[src/rtl/fetch_unit.sv]
// fetch_unit: instruction fetch stage feeding the decoder.
//
// Holds the PC, issues word fetches over a req/gnt + rvalid memory port,
// buffers returned words with their PCs in a DEPTH-entry in-order queue and
// hands them to decode. Redirects flush the queue and arrange for every live
// outstanding response to be discarded on arrival.
//
// Ports:
//   i_clk, i_rst_n                 clock, asynchronous active-low reset
//   o_imem_req, o_imem_addr        fetch request and address (current PC)
//   i_imem_gnt                     request accepted this cycle
//   i_imem_rvalid, i_imem_rdata    in-order response word
//   i_redirect, i_redirect_pc      redirect request and target
//   o_valid, o_opcode, o_pc        queue head presented to decode
//   i_ready                        decode accepts the head this cycle
//   o_fetch_fault, o_fault_pc      misaligned redirect target pending
//   o_dbg_state                    current FSM state (IDLE=0, RUN=1, FAULT=2)
//
// Handshakes: a memory request is accepted on a cycle where o_imem_req and
// i_imem_gnt are both high; once raised, o_imem_req/o_imem_addr hold until
// that cycle, and only a redirect may drop the request. A decode transfer
// happens on a cycle where o_valid and i_ready are both high; o_opcode/o_pc
// hold while o_valid is high and i_ready is low.

module fetch_unit #(
  parameter logic [31:0] RESET_PC = 32'h0000_0000,
  parameter int          DEPTH    = 2
) (
  input  logic        i_clk,
  input  logic        i_rst_n,
  output logic        o_imem_req,
  output logic [31:0] o_imem_addr,
  input  logic        i_imem_gnt,
  input  logic        i_imem_rvalid,
  input  logic [31:0] i_imem_rdata,
  input  logic        i_redirect,
  input  logic [31:0] i_redirect_pc,
  output logic        o_valid,
  output logic [31:0] o_opcode,
  output logic [31:0] o_pc,
  input  logic        i_ready,
  output logic        o_fetch_fault,
  output logic [31:0] o_fault_pc,
  output logic [1:0]  o_dbg_state
);

  localparam int PW = $clog2(DEPTH);
  localparam int CW = $clog2(DEPTH) + 1;
  localparam logic [CW-1:0] ONE     = CW'(1);
  localparam logic [CW:0]   DEPTH_W = (CW+1)'(DEPTH);

  typedef enum logic [1:0] {
    S_IDLE  = 2'd0,
    S_RUN   = 2'd1,
    S_FAULT = 2'd2
  } state_t;

  state_t state, state_nxt;

  logic [31:0]   pc, resp_pc, fault_pc;
  logic [CW-1:0] count, inflight, kill;
  logic [CW-1:0] count_nxt, inflight_nxt;
  logic [PW-1:0] wr_ptr, rd_ptr;
  logic [31:0]   pc_mem [DEPTH];
  logic [31:0]   op_mem [DEPTH];

  logic redirect_act, misaligned, accept, push, pop;
  logic [CW:0] occupancy;

  // Redirects are ignored while still coming out of reset.
  assign redirect_act = i_redirect && (state != S_IDLE);
  assign misaligned   = |i_redirect_pc[1:0];

  // Credit rule: every outstanding request and every queued word holds a
  // slot, so a returning word always has room. A same-cycle pop earns no
  // credit, which keeps req a function of registered state plus redirect.
  assign occupancy  = {1'b0, inflight} + {1'b0, count};
  assign o_imem_req = (state == S_RUN) && !i_redirect && (occupancy < DEPTH_W);
  assign o_imem_addr = pc;

  assign accept = o_imem_req && i_imem_gnt;
  // Words arriving while kill is nonzero belong to a flushed stream.
  assign push   = i_imem_rvalid && (kill == '0) && !redirect_act;
  assign pop    = o_valid && i_ready && !redirect_act;

  assign o_valid       = (count != '0);
  assign o_opcode      = op_mem[rd_ptr];
  assign o_pc          = pc_mem[rd_ptr];
  assign o_fetch_fault = (state == S_FAULT);
  assign o_fault_pc    = fault_pc;
  assign o_dbg_state   = state;

  // FSM
  always_ff @(posedge i_clk or negedge i_rst_n) begin
    if (!i_rst_n) state <= S_IDLE;
    else          state <= state_nxt;
  end

  always_comb begin
    state_nxt = state;
    case (state)
      S_IDLE:  state_nxt = S_RUN;
      S_RUN:   if (i_redirect && misaligned)  state_nxt = S_FAULT;
      S_FAULT: if (i_redirect && !misaligned) state_nxt = S_RUN;
      default: state_nxt = S_IDLE;
    endcase
  end

  // Counter next values outside of a redirect.
  always_comb begin
    inflight_nxt = inflight;
    if (accept && !i_imem_rvalid)      inflight_nxt = inflight + ONE;
    else if (!accept && i_imem_rvalid) inflight_nxt = inflight - ONE;

    count_nxt = count;
    if (push && !pop)      count_nxt = count + ONE;
    else if (!push && pop) count_nxt = count - ONE;
  end

  // Control and pointer state.
  always_ff @(posedge i_clk or negedge i_rst_n) begin
    if (!i_rst_n) begin
      pc       <= RESET_PC;
      resp_pc  <= RESET_PC;
      fault_pc <= 32'h0;
      count    <= '0;
      inflight <= '0;
      kill     <= '0;
      wr_ptr   <= '0;
      rd_ptr   <= '0;
    end else if (redirect_act) begin
      pc      <= i_redirect_pc;
      resp_pc <= i_redirect_pc;
      count   <= '0;
      wr_ptr  <= '0;
      rd_ptr  <= '0;
      // No request goes out on a redirect cycle, so only a response can
      // change the outstanding total; everything still outstanding is stale.
      inflight <= i_imem_rvalid ? (inflight - ONE) : inflight;
      kill     <= i_imem_rvalid ? (inflight - ONE) : inflight;
      if (misaligned) fault_pc <= i_redirect_pc;
    end else begin
      if (accept) pc <= pc + 32'd4;
      if (push) begin
        resp_pc <= resp_pc + 32'd4;
        wr_ptr  <= wr_ptr + 1'b1;
      end
      if (pop) rd_ptr <= rd_ptr + 1'b1;
      if (i_imem_rvalid && (kill != '0)) kill <= kill - ONE;
      count    <= count_nxt;
      inflight <= inflight_nxt;
    end
  end

  // Queue storage; contents are only observed while o_valid is high.
  always_ff @(posedge i_clk) begin
    if (push) begin
      pc_mem[wr_ptr] <= resp_pc;
      op_mem[wr_ptr] <= i_imem_rdata;
    end
  end

endmodule

[config.mk]
export PLATFORM = sky130hd
export DESIGN_NAME = fetch_unit
export DESIGN_NICKNAME = d
export VERILOG_FILES = /design/src/rtl/fetch_unit.sv
export SDC_FILE = /design/constraint.sdc
export NUM_CORES = 1
export LEC_CHECK = 0
export ABC_CLOCK_PERIOD_IN_PS = 11720
export BUFFER_PORTS_ARGS = -buffer_cell sky130_fd_sc_hd__buf_4
export CAP_MARGIN = 20
export CELL_PAD_IN_SITES_DETAIL_PLACEMENT = 0
export CELL_PAD_IN_SITES_GLOBAL_PLACEMENT = 1
export CORE_UTILIZATION = 35
export DETAILED_ROUTE_END_ITERATION = 12
export PLACE_DENSITY = 0.75
export SLEW_MARGIN = 20
export SYNTH_ARGS = -nofsm -noshare
export SYNTH_HDL_FRONTEND = slang
export SYNTH_SLANG_ARGS = --single-unit
export TNS_END_PERCENT = 5
[constraint.sdc]
create_clock -name i_clk -period 11.72 [get_ports i_clk]
set_clock_uncertainty 0.1 [all_clocks]
set_input_delay 0 -clock i_clk [delete_from_list [all_inputs] [get_ports i_clk]]
set_output_delay 0 -clock i_clk [all_outputs]
set_load 0.01 [all_outputs]
==> results by group <==
Timing
  • Final Hold Fails: 0
  • TNS Setup: 0 ps
  • Slew @ Worst Pin: 1091 ps
  • Max-slew violations: 0
  • F_max: 0.3121 GHz
  • Hold WS: 79.24 ps
  • Tcrit/Tclk final: 27.34%
  • Min Tclk post-route: 3204 ps
  • Setup-failing EPs final: 0
  • Slew headroom: 27.00%
  • RSZ-0062 raised after global routing: false

Hold path
  • Hold Path Depth: 2
  • WHS Endpoint: op_mem[0][0]$_DFFE_PP_
  • Hold path start: i_imem_rdata[0]
  • Min-delay worst type: input pin to register

Die
  • Die Width: 169.9 um
  • Core Box Area: 27780 um^2
  • Rows: 61
  • Initial Util: 35.53%
  • Die area: 28880 um^2
  • Die H: 169.9 um
  • I/O Pins: 203

Drt
  • Routed wire length: 24710 um
  • DRT iter0 DRCs: 391
  • DRT Pass-1 Iters: 5
  • # DRC: 0
  • Antenna viol nets, final: 0
  • Routed vias: 6868
  • WL/cell: 17.63 um
  • Drt via density: 4.899

Final layout
  • Area Overhead vs Synth: 36.18%
  • Layout cells sized above 1: 35.35%
  • Antenna diode count: 0
  • Finished Cell Area: 13440 um^2
  • Register area: 6497 um^2
  • Area of the multi-input gates: 3233 um^2
  • Final Net Count: 1077
  • Filler cells: 2481

CTS
  • Resize count post-CTS: 0
  • CTS Sinks: 234
  • Clk_lat worst skew: 550 ps
  • CTS Root Cell: clkbuf_16
  • Post-CTS setup buffers: 0
  • CTS clk-pin slew, worst paths: 60 ps
  • CTS Buffer Depth: 3
  • CTS tree: built
  • CTS Buf Count: 27
  • Cts hold-fix bufs: 71
  • Number of H-tree levels: 1

Yosys
  • Syn avg cell area: 13.62 um^2
  • Ys async rst share: 45.30%
  • Top cell type's share of synthesized area: 38.94%
  • Post-synth top flop: edfxtp_1
  • Post-synth top area cell: edfxtp_1
  • Number of synthesized flops with an enable pin: 128
  • Seq/Total Area, Yosys: 65.80%
  • Syn. warnings: 0
  • Synth Register Bits: 234
  • Most frequent cell after synthesis: edfxtp_1
  • Synth top cells by count: edfxtp_1 (128), dfrtp_1 (106), mux2_2 (94), nand2_1 (77)
  • Syn nets: 799
  • Largest cells by area after synthesis: edfxtp_1 (39%), dfrtp_1 (27%), mux2_2 (11%), nand2_1 (2.9%), xor2_1 (2.6%)
  • Netlist cell types: 48
  • Cells after Synth: 725
  • Cell Area, Synth: 9872 um^2

Global routing
  • Number of global-route vias before repair: 6870
  • Initial antenna violation count: 0
  • Largest net degree at the start of global routing: 65
  • Total GRT Usage: 16.90%
  • First-pass GRT wire length: 38030 um
  • Gr ovfl total: 0

Worst setup path
  • Worst R2R End: o_imem_addr[15]$_DFFE_PN0P_
  • Worst EP required: 11990 ps
  • Reg2Reg Depth: 7
  • Worst r2r src: inflight[0]$_DFFE_PN0P_
  • Slowest CP cell: and2_1
  • Slowest Stage Delay on Critical Path: 610 ps
  • Most common cell on crit path: and2_1
  • WS Path Type: register to register
  • CP Launch Type: register
  • Register-to-register path setup slack: 8520 ps
  • Critical path fanouts, max: 16
  • Critical Path AT: 3470 ps
  • Crit end category: register
  • Critical path, cell by cell: and2_1 -> fa_1 -> nor4b_2 -> and2_1 -> nor2_1 -> o21ai_0 -> o311ai_0

Power and ir drop
  • Internal power: 2193 uW
  • Clock network power share: 26.0%
  • Switching share of power: 33.24%
  • Comb pwr share: 32.0%
  • NetSw: 1092 uW
  • Leak pwr: 0.005275 uW
  • Peak supply drop: 0.0001135 V
  • Power density cells: 244.3 nW/um^2
  • Flop pwr share: 42.0%

Placement
  • Final GP Congestion: 0.7915
  • Instance area at placement: 11800 um^2
  • Hpwl dp: 15860 um
  • # port buffers: 202

Outcome
  • Status: finished clean

Flow run
  • Max-cap violations: 0
==> how the worst max path moves through the flow <==
stage	start	to	slack [ps]	cells after the start
after floorplan	o_dbg_state[1]$_DFFE_PN0P_	op_mem[1][0]$_DFFE_PP_	5310	4
after global placement	inflight[0]$_DFFE_PN0P_	o_imem_addr[8]$_DFFE_PN0P_	8700	7
after detailed placement	inflight[0]$_DFFE_PN0P_	o_imem_addr[15]$_DFFE_PN0P_	8570	7
after CTS	inflight[0]$_DFFE_PN0P_	o_imem_addr[15]$_DFFE_PN0P_	8530	7
after global routing	inflight[0]$_DFFE_PN0P_	o_imem_addr[15]$_DFFE_PN0P_	8280	7
final	inflight[0]$_DFFE_PN0P_	o_imem_addr[15]$_DFFE_PN0P_	8520	7
==> cells by family (layout without fill, tap and decap cells) <==
logic type | after synthesis | count (layout) | share of synthesized area (%)
adders and majority gates | 4 | 4 | 0.5831
DFF | 234 | 234 | 65.80
xor gates and xnor gates | 40 | 40 | 3.549
muxes | 96 | 96 | 10.93
AOI/OAI and AO/OA | 96 | 96 | 5.982
and+or+nand+nor | 217 | 217 | 11.52
buffers and inverters | 38 | 337 | 1.635
==> flip-flops by register name (all words and copies together), names as in the netlist <==
register	count
rd_ptr	1
wr_ptr	1
op_mem	64
o_fault_pc	32
o_imem_addr	32
count	2
kill	2
resp_pc	32
pc_mem	64
inflight	2
o_dbg_state	2
==> power by group through the flow <==
stage / sequential (uW) / combinational [uW] / clock [uW]
floorplan: 1370 / 534 / 0
global placement: 1380 / 1020 / 0
detailed placement: 1390 / 1030 / 0
CTS: 1380 / 1060 / 874
global route: 1420 / 1150 / 902
finish: 1380 / 1050 / 853
==> area by class of cell <==
class	count	share of cell area (%)
Clock buffer	40	5.919
Clock inverter	10	0.9027
Inverter	7	0.1954
Multi-Input combinational cell	453	24.05
Sequential cell	234	48.33
Tap cell	378	3.518
Timing Repair Buffer	280	17.09
==> worst max-delay path, delay by kind of cell, from the launching register on <==
family,cells,cell delay [ps]
AO/OA/AOI/OAI,2,490
adder cells (fa/ha/maj),1,450
flip-flops,1,430
AND/OR/NAND/NOR,4,1560
==> routing by layer <==
metal,global-route usage [%],wire [um],vias to the layer above
li1,-,-,3260
met1,22.75,11110,3362
met2,27.58,11530,207
met3,3.279,1463,39
met4,5.014,612,0
met5,0,0,-
==> placed cells by master, fill, tap and decap left out, types with 8 or more instances in the layout <==
master	netlist	final
buf_4	1	209
edfxtp_1	128	128
dfrtp_1	106	105
mux2_2	94	94
nand2_1	77	77
dlygate4sd3_1	0	70
nand3_1	35	35
o21ai_0	35	35
nor2_1	33	33
xor2_1	29	29
clkbuf_16	0	28
nand4_1	23	23
a21oi_1	16	16
o211ai_1	15	15
o311ai_0	13	13
xnor2_1	11	11
and3_1	8	8
==> through the flow <==
step	std cells	worst slack (ps)	utilization (%)	total power (uW)
final	1402	8516	48.39	3285
after global routing	1402	8283	48.39	3471
after CTS	1402	8534	48.39	3316
after detailed placement	1281	8568	42.47	2427
after global placement	1281	8704	42.47	2403
after floorplan	725	5313	-	1907
Power figures use the tool's default switching activity.
